`src/rtl/fifo_uart_tx.sv`:
```
// UART transmitter that drains a first-word-fall-through FIFO, LSB first, 8N1 by default.
// Define UART_TX_PARITY_EN to insert an even-parity bit between the data bits and the stop bits.
module fifo_uart_tx #(
  parameter int WIDTH        = 8,
  parameter int CLKS_PER_BIT = 868,
  parameter int STOP_BITS    = 1
) (
  input  logic             clk,
  input  logic             srst,
  input  logic [WIDTH-1:0] fifo_dout,
  input  logic             fifo_valid,
  output logic             fifo_rd_en,
  output logic             tx,
  output logic             busy,
  output logic [15:0]      tx_count,
  output logic [2:0]       dbg_state_o
);

  localparam int CW = $clog2(CLKS_PER_BIT);
  localparam int BW = $clog2(WIDTH + 1);
  localparam logic [CW-1:0] BAUD_MAX  = CW'(CLKS_PER_BIT - 1);
  localparam logic [BW-1:0] LAST_DATA = BW'(WIDTH - 1);
  localparam logic [BW-1:0] LAST_STOP = BW'(STOP_BITS - 1);

  typedef enum logic [2:0] {
    S_IDLE   = 3'd0,
    S_START  = 3'd1,
    S_DATA   = 3'd2,
`ifdef UART_TX_PARITY_EN
    S_PARITY = 3'd3,
`endif
    S_STOP   = 3'd4
  } state_t;

  state_t           state_q, state_d;
  logic [CW-1:0]    baud_q, baud_d;
  logic [BW-1:0]    bit_q, bit_d;
  logic [WIDTH-1:0] shreg_q, shreg_d;
  logic             tx_q, tx_d;
  logic [15:0]      count_q, count_d;
  logic             pop;
  logic             baud_last;
`ifdef UART_TX_PARITY_EN
  logic             par_q, par_d;
`endif

  assign baud_last   = (baud_q == BAUD_MAX);
  assign fifo_rd_en  = pop;
  assign tx          = tx_q;
  assign busy        = (state_q != S_IDLE);
  assign tx_count    = count_q;
  assign dbg_state_o = state_q;

  // The bit counter also indexes stop bits, so a second stop bit needs no extra state.
  always_comb begin
    state_d = state_q;
    baud_d  = baud_last ? '0 : baud_q + 1'b1;
    bit_d   = bit_q;
    shreg_d = shreg_q;
    tx_d    = tx_q;
    count_d = count_q;
    pop     = 1'b0;
`ifdef UART_TX_PARITY_EN
    par_d   = par_q;
`endif
    case (state_q)
      S_IDLE: begin
        baud_d = '0;
        bit_d  = '0;
        tx_d   = 1'b1;
        pop    = fifo_valid;
      end
      S_START: begin
        if (baud_last) begin
          state_d = S_DATA;
          tx_d    = shreg_q[0];
        end
      end
      S_DATA: begin
        if (baud_last) begin
          shreg_d = shreg_q >> 1;
          if (bit_q == LAST_DATA) begin
            bit_d = '0;
`ifdef UART_TX_PARITY_EN
            state_d = S_PARITY;
            tx_d    = par_q;
`else
            state_d = S_STOP;
            tx_d    = 1'b1;
`endif
          end else begin
            bit_d = bit_q + 1'b1;
            tx_d  = shreg_d[0];
          end
        end
      end
`ifdef UART_TX_PARITY_EN
      S_PARITY: begin
        if (baud_last) begin
          state_d = S_STOP;
          tx_d    = 1'b1;
        end
      end
`endif
      S_STOP: begin
        tx_d = 1'b1;
        if (baud_last) begin
          if (bit_q == LAST_STOP) begin
            count_d = count_q + 1'b1;
            bit_d   = '0;
            state_d = S_IDLE;
            pop     = fifo_valid;
          end else begin
            bit_d = bit_q + 1'b1;
          end
        end
      end
      default: begin
        state_d = S_IDLE;
        tx_d    = 1'b1;
      end
    endcase

    // A pop from either IDLE or the final stop cycle launches the next frame immediately.
    pop = pop & ~srst;
    if (pop) begin
      state_d = S_START;
      shreg_d = fifo_dout;
      tx_d    = 1'b0;
      baud_d  = '0;
      bit_d   = '0;
`ifdef UART_TX_PARITY_EN
      par_d   = ^fifo_dout;
`endif
    end
  end

  always_ff @(posedge clk) begin
    if (srst) begin
      state_q <= S_IDLE;
      baud_q  <= '0;
      bit_q   <= '0;
      shreg_q <= '0;
      tx_q    <= 1'b1;
      count_q <= '0;
`ifdef UART_TX_PARITY_EN
      par_q   <= 1'b0;
`endif
    end else begin
      state_q <= state_d;
      baud_q  <= baud_d;
      bit_q   <= bit_d;
      shreg_q <= shreg_d;
      tx_q    <= tx_d;
      count_q <= count_d;
`ifdef UART_TX_PARITY_EN
      par_q   <= par_d;
`endif
    end
  end

endmodule

```
`config.mk`:
```
export PLATFORM = sky130hd
export DESIGN_NAME = fifo_uart_tx
export DESIGN_NICKNAME = d
export VERILOG_FILES = /design/src/rtl/fifo_uart_tx.sv
export SDC_FILE = /design/constraint.sdc
export NUM_CORES = 1
export LEC_CHECK = 0
export ABC_AREA = 1
export CELL_PAD_IN_SITES_DETAIL_PLACEMENT = 1
export CELL_PAD_IN_SITES_GLOBAL_PLACEMENT = 1
export CORE_UTILIZATION = 41
export DETAILED_ROUTE_END_ITERATION = 10
export GPL_TIMING_DRIVEN = 0
export PLACE_DENSITY_LB_ADDON = 0.2
export SLEW_MARGIN = 40
export SYNTH_ARGS = -nofsm -noshare
export SYNTH_HDL_FRONTEND = slang
export SYNTH_SLANG_ARGS = --single-unit
```
`constraint.sdc`:
```
create_clock -name clk -period 2.6 [get_ports clk]
set_input_delay 0.65 -clock clk [delete_from_list [all_inputs] [get_ports clk]]
set_output_delay 0.65 -clock clk [all_outputs]
set_load 0.03 [all_outputs]
```
==> run summary, run 1 <==
result of the run = complete, no violations
clock buffer count from CTS = 5
mean routed wirelength per cell = 14.8 um
power per standard cell area = 502 nW/um^2
Power, Total = 1430 uW
ANT cells = 0
H-tree depth reported by CTS = 2
Max Fclk = 0.385 GHz
switching power = 395 uW
worst max-slew margin expressed relative to the limit = 63.2%
combinational fraction of design power = 15.8%
series of cell instances along the critical path = clkdlybuf4s50_1, nor3b_4, nand2_8, nor2_8, buf_6
sequential element share of the synthesized area = 37.6%
worst-margin pin slew = 553 ps
Worst Path Buf+Inv = 2
DR vias = 2280
total nets after synthesis = 341
classification of the worst setup path = input port to primary output
average cell area after synthesis = 6.87 um^2
number of standard cells in the layout, taps in and fillers out = 444
aggregate negative setup slack = 0 ps
starting density of the core = 43.3%
sum of overflow across all layers after global routing = 0
final setup vio count = 0
clock-pin slew on the worst setup and hold paths = 80 ps
number of primary I/O pins = 33
final weighted congestion of routability-driven global placement = 0.770
share of total power in the clock network = 36.5%
Max Cap Violations = 0
number of placed instances, taps included = 427
critical path's top delay family = simple AND/OR/NAND/NOR gates
worst slack at placement = -559 ps
drc violations = 0
area delta synth->final = 27.2%
share of post-route cells with drive strength above 1 = 11.8%
ys async rst share = 0%
count of synthesis-stage warnings from yosys = 0
launching element type of the critical path = input port
width of the chip = 75.9 um
VDD IR max = 0.342 mV
number of core rows = 26
slowest cell delay on critical path = 490 ps
switching share of total power = 27.6%
primary flip-flop cell chosen by synthesis mapping = dfxtp_1
maximum count of clock buffers along a single path = 2
number of antenna violations at the first check in global routing = 0
post-synth cell types = 35
footprint of the multi-input gates = 1240 um^2
EDFF count, synth = 0
Total Wirelength = 6.56 mm
share of the clock period used by the worst path = 99.9%
Core Box Area = 5170 um^2
post-route clock skew = 5.94 ps
Final Critical Period = 2600 ps
leakage power = 0.00109 uW
flip-flop and latch count after synthesis = 42
Critical Path RT = 1950 ps
Hold Worst Slack = 418 ps
endpoints failing hold = 0
die outline height = 75.9 um
violation count after the first detailed-routing iteration = 82
path class of the lowest-slack min-delay path = flop to flop
Post-Syn Instances = 326
netlist area before placement = 2240 um^2
GRT Total Usage = 23.7%
maximum number of pins on one net before global-route repair = 14
P_int = 1030 uW
via/cell ratio = 5.14
# fillers = 686
Final Max Tran Viols = 0
library cell contributing the largest single delay on the critical path = clkdlybuf4s50_1
total of buffers placed on input and output ports = 31
die area = 5760 um^2
post-layout net count = 388
critical path capture point type = primary output
detailed-router iteration count before antenna repair = 4
clock insertion delay at the later pin of the skew report = 310 ps
final worst slack = 2.83 ps
Max Fanout on Critical Path = 7
global-route wire length before repair = 10.1 mm
vias in the first global route = 2226
clock tree from TritonCTS = built
relative contribution of sequential cells to total power = 47.7%
total area of sequential cells = 842 um^2
post-route antenna net violation count = 0
Root Buffer = clkbuf_8
data arrival time of the worst path = 1950 ps
Post-DP HPWL = 4.60 mm
TritonCTS sink count = 42
cells in the mapped netlist (2+ instances only):
master / n / area (um^2)
clkbuf_1: 2 / 7.51
nand2_1: 71 / 267
a211oi_1: 2 / 15.0
xnor2_1: 4 / 35.0
xor2_1: 4 / 35.0
nand2_4: 2 / 22.5
nand3_2: 2 / 20.0
o21ai_0: 18 / 90.1
nor2_2: 6 / 37.5
inv_2: 2 / 7.51
nand2_2: 2 / 12.5
a21oi_1: 22 / 110
nand3_1: 25 / 125
nor2_1: 43 / 161
o21a_1: 2 / 15.0
nand4_1: 4 / 25.0
clkinv_1: 2 / 7.51
dfxtp_1: 42 / 841
nor3_1: 9 / 45.0
ha_1: 4 / 50.1
inv_1: 44 / 165
final cells by class:
class	count	share of cell area (%)
Timing Repair Buffer	40	13.3
Tap cell	70	3.08
Multi-Input combinational cell	233	43.5
Buffer	3	0.439
Clock inverter	3	1.41
Inverter	48	6.33
Clock buffer	5	2.42
Sequential cell	42	29.6
layer usage:
metal	share of wire [%]	routed length (um)	GRT usage (%)
met3	3.1	202	4.37
met1	42	2790	27.9
met2	52	3400	41.8
met5	0	0	0
met4	2.5	165	10.5
placed cells by master, fill, tap and decap left out, types with 2 or more instances in the layout:
cell type	n
nand3_2	2
nand2_1	71
inv_1	43
o21a_1	2
clkinv_2	2
buf_4	9
nor3_1	9
xnor2_1	4
a21oi_1	22
nand3_1	24
nor2_1	43
clkinv_1	2
clkbuf_1	2
nand2_2	2
nand4_1	4
inv_2	3
clkbuf_8	5
dfxtp_1	41
nor2_2	5
o21ai_0	18
xor2_1	4
clkdlybuf4s50_1	30
a211oi_1	2
ha_1	4
nor2_4	2
worst reg2reg max path, cell delays in order (launching register included):
cell and delay [ps]:
dfxtp_1 350, inv_1 70, ha_1 180, nand3_2 140
nor2_2 190, nand3_4 100, nand2_4 100, buf_4 120
buf_4 100, nand3_2 150, nand2_1 180, nor2_1 70
nor2_1 130, nor2_1 80
path summary, 6_finish.rpt:
check / start / endpoint / slack [ps] / cells past startpoint
min reg2reg: baud_q[0] / baud_q[0] / 420 / 1
max reg2reg: bit_q[0] / shreg_q[1] / 510 / 13
min: baud_q[0] / baud_q[0] / 420 / 1
max: fifo_valid / fifo_rd_en / 3 / 5
registers in the layout (all words and copies together), names as in the netlist:
signal	flops
tx	1
baud_q	10
shreg_q	8
dbg_state_o	3
bit_q	4
tx_count	16
power groups by stage:
stage,combinational [uW],sequential [uW],clock (uW)
after detailed placement,198,695,0
after global placement,192,694,0
after floorplan,124,700,0
final,225,682,522
after global routing,248,684,550
after CTS,202,681,533
per-stage QoR:
step / utilization, % / instance area [um^2]
6_report: 55.1 / 2850
5_1_grt: 55.1 / 2850
4_1_cts: 53.4 / 2760
3_5_place_dp: 51.0 / 2640
3_3_place_gp: 51.0 / 2640
2_1_floorplan: - / 2240
kinds of logic after synthesis:
group	count (synthesis)	share of synthesized area, %
compound gates	48	11.7
xor+xnor	8	3.13
fa+ha+maj	4	2.24
buf+inv	51	8.61
flops	42	37.6
simple gates	173	36.8
timing repair:
action	CTS	global route
endpoints found under the setup margin	1	1
gates resized for setup	9	5
pin swaps	0	4
hold buffers	0	0
setup buffers	0	9
Power figures use the tool's default switching activity.
==> run 2, diff against run 1 <==
--- a/config.mk
+++ b/config.mk
@@ -12,6 +12,7 @@
 export DETAILED_ROUTE_END_ITERATION = 10
 export GPL_TIMING_DRIVEN = 0
 export PLACE_DENSITY_LB_ADDON = 0.2
+export RECOVER_POWER = 50
 export SLEW_MARGIN = 40
 export SYNTH_ARGS = -nofsm -noshare
 export SYNTH_HDL_FRONTEND = slang
==> constraint.sdc (replaced) <==
create_clock -name clk -period 3.22 [get_ports clk]
set_input_delay 0.805 -clock clk [delete_from_list [all_inputs] [get_ports clk]]
set_output_delay 0.805 -clock clk [all_outputs]
set_load 0.03 [all_outputs]
==> run 2 against run 1 <==
Effect of this change: global-route usage shrank 0.28 points; clock power fell by 20%; sequential power down 19%; worst setup slack better by 110 ps; critical endpoint unchanged; largest cell class unchanged; routed wire length decreased by 8.8%; critical path depth unchanged; largest power group unchanged.
==> run summary, run 2 (synthesis gave the netlist of run 1 again) <==
result of the run = complete, no violations (unchanged)
clock tree from TritonCTS = built (unchanged)
share of the clock period used by the worst path = 96.4%
WHS Endpoint = baud_q[0] (unchanged)
sum of overflow across all layers after global routing = 0 (unchanged)
Total Wirelength = 5.98 mm (was 6.56 mm)
# fillers = 687 (was 686)
maximum number of pins on one net before global-route repair = 14 (unchanged)
Layout Utilization = 52.4% (was 55.1%)
GR Layer Usage met3 = 4.23% (was 4.37%)
final weighted congestion of routability-driven global placement = 0.770 (unchanged)
vias in the first global route = 2197 (was 2226)
most common cell after layout, fill and taps aside = nand2_1 (unchanged)
FF-to-FF setup slack = 1110 ps (was 510 ps)
Max Cap Violations = 0 (unchanged)
Max Fclk = 0.322 GHz
clock buffer count from CTS = 5 (unchanged)
mean routed wirelength per cell = 13.7 um (was 14.8 um)
clock insertion delay at the later pin of the skew report = 300 ps (was 310 ps)
post-layout net count = 379 (was 388)
number of core rows = 26 (unchanged)
post-route clock skew = 4.57 ps (was 5.94 ps)
Post-Layout Inst Area = 2710 um^2 (was 2850 um^2)
violation count after the first detailed-routing iteration = 76 (was 82)
Critical Path RT = 2410 ps (was 1950 ps)
path class of the lowest-slack min-delay path = flop to flop (unchanged)
Hold Worst Slack = 454 ps (was 418 ps)
reg-to-reg endpoint = tx_count[14] (was shreg_q[1])
hold path depth = 1 (unchanged)
GR Util met1 = 28.1% (was 27.9%)
leakage power = 0.00103 uW (was 0.00109 uW)
clock-pin slew on the worst setup and hold paths = 80 ps (about the same)
total of buffers placed on input and output ports = 31 (unchanged)
ANT cells = 0 (unchanged)
starting density of the core = 43.3% (unchanged)
DR vias = 2223 (was 2280)
layer with the highest usage = met2 (unchanged)
VDD IR max = 0.265 mV (was 0.342 mV)
maximum count of clock buffers along a single path = 2 (unchanged)
critical path's top delay family = buffers and inverters (was simple AND/OR/NAND/NOR gates)
post-route antenna net violation count = 0 (unchanged)
drc violations = 0 (unchanged)
worst-margin pin slew = 781 ps (was 553 ps)
classification of the worst setup path = input port to primary output (unchanged)
TritonCTS sink count = 42 (unchanged)
global-route wire length before repair = 10.0 mm (was 10.1 mm)
Root Buffer = clkbuf_8 (unchanged)
worst reg2reg startpoint = baud_q[5] (was bit_q[0])
final setup vio count = 0 (unchanged)
total of hold buffers inserted after clock tree synthesis = 0 (unchanged)
via/cell ratio = 5.11 (was 5.14)
number of standard cells in the layout, taps in and fillers out = 435 (was 444)
Worst Path Buf+Inv = 2 (unchanged)
setup repair after global routing missed its margin = false
Worst Hold Launch = baud_q[0] (unchanged)
Final Max Tran Viols = 0 (unchanged)
share of post-route cells with drive strength above 1 = 6.30% (was 11.8%)
Core Box Area = 5170 um^2 (unchanged)
library cell contributing the largest single delay on the critical path = clkdlybuf4s50_1 (unchanged)
H-tree depth reported by CTS = 2 (unchanged)
aggregate negative setup slack = 0 ps (unchanged)
number of antenna violations at the first check in global routing = 0 (unchanged)
power per standard cell area = 413 nW/um^2 (was 502 nW/um^2)
number of primary I/O pins = 33 (unchanged)
slowest cell delay on critical path = 480 ps (was 490 ps)
worst max-slew margin expressed relative to the limit = 47.5% (was 63.2%)
data arrival time of the worst path = 2300 ps (was 1950 ps)
die outline height = 75.9 um (unchanged)
width of the chip = 75.9 um (unchanged)
number of flip-flops under the largest register name = 16 (unchanged)
path depth of the worst reg2reg path = 9 (was 13)
die area = 5760 um^2 (unchanged)
critical path capture point type = primary output (unchanged)
Max Fanout on Critical Path = 7 (unchanged)
number of placed instances, taps included = 427 (unchanged)
GRT Total Usage = 23.4% (was 23.7%)
Final Critical Period = 3100 ps
endpoints failing hold = 0 (unchanged)
most frequent cells in the layout = nand2_1, inv_1, nor2_1 (unchanged)
M2 GR Usage = 41.5% (was 41.8%)
series of cell instances along the critical path = clkdlybuf4s50_1, nor3b_4, nand2_4, nor2_8, dlygate4sd2_1 (was clkdlybuf4s50_1, nor3b_4, nand2_8, nor2_8, buf_6)
launching element type of the critical path = input port (unchanged)
Post-DP HPWL = 4.60 mm (unchanged)
area delta synth->final = 21.1% (was 27.2%)
detailed-router iteration count before antenna repair = 4 (unchanged)
Placed Instance Area = 2640 um^2 (unchanged)
## run 2: cell types whose count changed in the layout (fill, tap and decap cells not counted), sizes merged
| cell | change |
|---|---|
| dlygate4sd2 | +1 |
| clkbuf | +1 |
| buf | -11 |
## run 2: worst max-delay path by stage
stage          depth (start not counted)          to  slack [ps]        from
5_1_grt                               10  fifo_rd_en          60   baud_q[0]
6_report                               5  fifo_rd_en         120  fifo_valid
3_3_place_gp                           5  fifo_rd_en        -230  fifo_valid
4_1_cts                                5  fifo_rd_en          80  fifo_valid
2_1_floorplan                          3  fifo_rd_en         960  fifo_valid
3_5_place_dp                           5  fifo_rd_en        -250  fifo_valid
## run 2: power breakdown
part           internal (uW)  switching (uW)  total, uW
Combinational           55.9            96.6        153
Clock                    228             190        419
Sequential               535            14.7        550
## run 2: layer usage
layer,vias to the layer above,part of all wire (%)
met1,1050,43
met5,-,0
met2,40,52
met3,11,3.5
li1,1122,-
met4,0,1.8
## run 2: through the flow
| step | setup slack (ps) | total power [uW] |
|---|---|---|
| 2_1_floorplan | 959 | 666 |
| 3_3_place_gp | -233 | 716 |
| 3_5_place_dp | -249 | 721 |
| 4_1_cts | 83.7 | 1140 |
| 5_1_grt | 57.3 | 1170 |
| 6_report | 117 | 1120 |
## run 2: final cells by class
type / instances / area (um^2) / share of cell area, %
Buffer: 3 / 11.3 / 0.415
Clock buffer: 5 / 68.8 / 2.54
Clock inverter: 3 / 40.0 / 1.48
Inverter: 48 / 180 / 6.65
Multi-Input combinational cell: 233 / 1170 / 43.3
Sequential cell: 42 / 841 / 31.0
Tap cell: 70 / 87.6 / 3.23
Timing Repair Buffer: 31 / 309 / 11.4
## run 2: what timing repair did
action,in CTS,in global routing
resized for setup,2,0
endpoints found under the setup margin,1,0
buffers inserted,0,0
==> run 3, diff against run 2 <==
--- a/config.mk
+++ b/config.mk
@@ -8,6 +8,7 @@
 export ABC_AREA = 1
 export CELL_PAD_IN_SITES_DETAIL_PLACEMENT = 1
 export CELL_PAD_IN_SITES_GLOBAL_PLACEMENT = 1
+export CORE_ASPECT_RATIO = 0.9
 export CORE_UTILIZATION = 41
 export DETAILED_ROUTE_END_ITERATION = 10
 export GPL_TIMING_DRIVEN = 0
==> run 3 against run 2 <==
Effect of this change: total power shrank 6.1%; non-clock buffer count is the same; final cell count shrank 1.1%; via count shrank 1.7%; register-to-register slack gained 100 ps; critical path type unchanged; die area is essentially flat; final area shrank 0.88%; largest cell class unchanged; clock power shrank 17%.
==> run summary, run 3 (synthesis gave the netlist of run 1 again) <==
Max Cap Violations = 0 (unchanged)
ANT cells = 0 (unchanged)
clock buffer count from CTS = 5 (unchanged)
total of buffers placed on input and output ports = 31 (unchanged)
M2 GR Usage = 39.2% (was 41.5%)
number of primary I/O pins = 33 (unchanged)
number of core rows = 25 (was 26)
series of cell instances along the critical path = clkdlybuf4s50_1, nor3b_4, nand2_4, nor2_8, dlygate4sd2_1 (unchanged)
number of flip-flops under the largest register name = 16 (unchanged)
power per standard cell area = 392 nW/um^2 (was 413 nW/um^2)
sum of overflow across all layers after global routing = 0 (unchanged)
final setup vio count = 0 (unchanged)
total area of sequential cells = 841 um^2 (unchanged)
Final Max Tran Viols = 0 (unchanged)
setup repair after global routing missed its margin = false (unchanged)
H-tree depth reported by CTS = 2 (unchanged)
share of the clock period used by the worst path = 95.2% (was 96.4%)
area delta synth->final = 20.1% (was 21.1%)
aggregate negative setup slack = 0 ps (unchanged)
path class of the lowest-slack min-delay path = flop to flop (unchanged)
global-route wire length before repair = 10.1 mm (was 10.0 mm)
data arrival time of the worst path = 2260 ps (was 2300 ps)
worst slack at placement = -246 ps (was -249 ps)
VDD IR max = 0.211 mV (was 0.265 mV)
worst max-slew margin expressed relative to the limit = 59.7% (was 47.5%)
maximum number of pins on one net before global-route repair = 12 (was 14)
Critical Path RT = 2410 ps (about the same)
clock tree from TritonCTS = built (unchanged)
GR Util met1 = 28.9% (was 28.1%)
share of post-route cells with drive strength above 1 = 6.06% (was 6.30%)
final worst slack = 154 ps (was 117 ps)
worst-margin pin slew = 604 ps (was 781 ps)
Max Fclk = 0.326 GHz (was 0.322 GHz)
most common cell after layout, fill and taps aside = nand2_1 (unchanged)
number of gates resized after cts = 2 (unchanged)
footprint of the multi-input gates = 1180 um^2 (was 1170 um^2)
clock-pin slew on the worst setup and hold paths = 80 ps (about the same)
Final Critical Period = 3070 ps (was 3100 ps)
Root Buffer = clkbuf_8 (unchanged)
post-layout net count = 379 (unchanged)
layer with the highest usage = met2 (unchanged)
endpoints failing hold = 0 (unchanged)
final weighted congestion of routability-driven global placement = 0.766 (was 0.770)
maximum count of clock buffers along a single path = 2 (unchanged)
Total Wirelength = 5.96 mm (was 5.98 mm)
total of hold buffers inserted after clock tree synthesis = 0 (unchanged)
most frequent cells in the layout = nand2_1, inv_1, nor2_1 (unchanged)
violation count after the first detailed-routing iteration = 91 (was 76)
width of the chip = 79.9 um (was 75.9 um)
DR vias = 2186 (was 2223)
Post-CTS Setup Bufs = 0 (unchanged)
clock insertion delay at the later pin of the skew report = 300 ps (about the same)
post-route antenna net violation count = 0 (unchanged)
result of the run = complete, no violations (unchanged)
Post-DP HPWL = 4.60 mm (about the same)
Core Box Area = 5260 um^2 (was 5170 um^2)
critical path capture point type = primary output (unchanged)
TritonCTS sink count = 42 (unchanged)
via/cell ratio = 5.08 (was 5.11)
vias in the first global route = 2178 (was 2197)
slowest cell delay on critical path = 450 ps (was 480 ps)
Post-Layout Inst Area = 2690 um^2 (was 2710 um^2)
Placed Instance Area = 2630 um^2 (was 2640 um^2)
die area = 5760 um^2 (about the same)
die outline height = 72.1 um (was 75.9 um)
detailed-router iteration count before antenna repair = 4 (unchanged)
number of antenna violations at the first check in global routing = 0 (unchanged)
starting density of the core = 42.6% (was 43.3%)
leakage power = 0.00102 uW (was 0.00103 uW)
library cell contributing the largest single delay on the critical path = clkdlybuf4s50_1 (unchanged)
mean routed wirelength per cell = 13.9 um (was 13.7 um)
GRT Total Usage = 22.6% (was 23.4%)
launching element type of the critical path = input port (unchanged)
drc violations = 0 (unchanged)
post-route clock skew = 10.3 ps (was 4.57 ps)
# fillers = 702 (was 687)
GR Layer Usage met3 = 3.52% (was 4.23%)
classification of the worst setup path = input port to primary output (unchanged)
Max Fanout on Critical Path = 7 (unchanged)
[run 3: cell types whose count changed in the layout (fill, tap and decap cells not counted), sizes merged]
cell / previous run / this run
clkbuf: 8 / 9
clkinv: 4 / 2
bufinv: 1 / 0
[run 3: per-stage QoR]
step,power (uW),instances,utilization (%),hold WS [ps]
2_1_floorplan,666,326,-,418
3_3_place_gp,715,424,50.1,430
3_5_place_dp,720,424,50.1,446
4_1_cts,1060,430,51.8,459
5_1_grt,1090,430,51.1,466
6_report,1050,430,51.1,455
[run 3: cell type report]
class                           instances  area share [%]
Multi-Input combinational cell        233            43.9
Clock buffer                            6            3.07
Inverter                               48            6.70
Buffer                                  3           0.419
Sequential cell                        42            31.3
Timing Repair Buffer                   31            11.5
Tap cell                               67            3.12
[run 3: worst paths after layout]
check / startpoint / to / slack (ps) / cells after the start
setup / recovery: fifo_valid / fifo_rd_en / 150 / 5
hold / removal: baud_q[0] / baud_q[0] / 460 / 1
hold reg to reg: baud_q[0] / baud_q[0] / 460 / 1
setup reg to reg: bit_q[0] / baud_q[3] / 1210 / 9
[run 3: critical path: cells and delay by family]
family,cells,cell delay [ps]
buffers and inverters,2,860
AND/OR/NAND/NOR,3,580
[run 3: report_power, final]
part,leakage [uW],switching (uW),internal [uW]
sequential,0.000340,15.2,535
clock,0.0000431,182,166
combinational,0.000635,98.4,56.8
total,0.00102,295,757
[run 3: metal layers]
metal | part of all wire, % | routed length [um]
met1 | 47 | 2830
met2 | 48 | 2860
met5 | 0 | 0
met3 | 2.6 | 154
met4 | 1.9 | 115
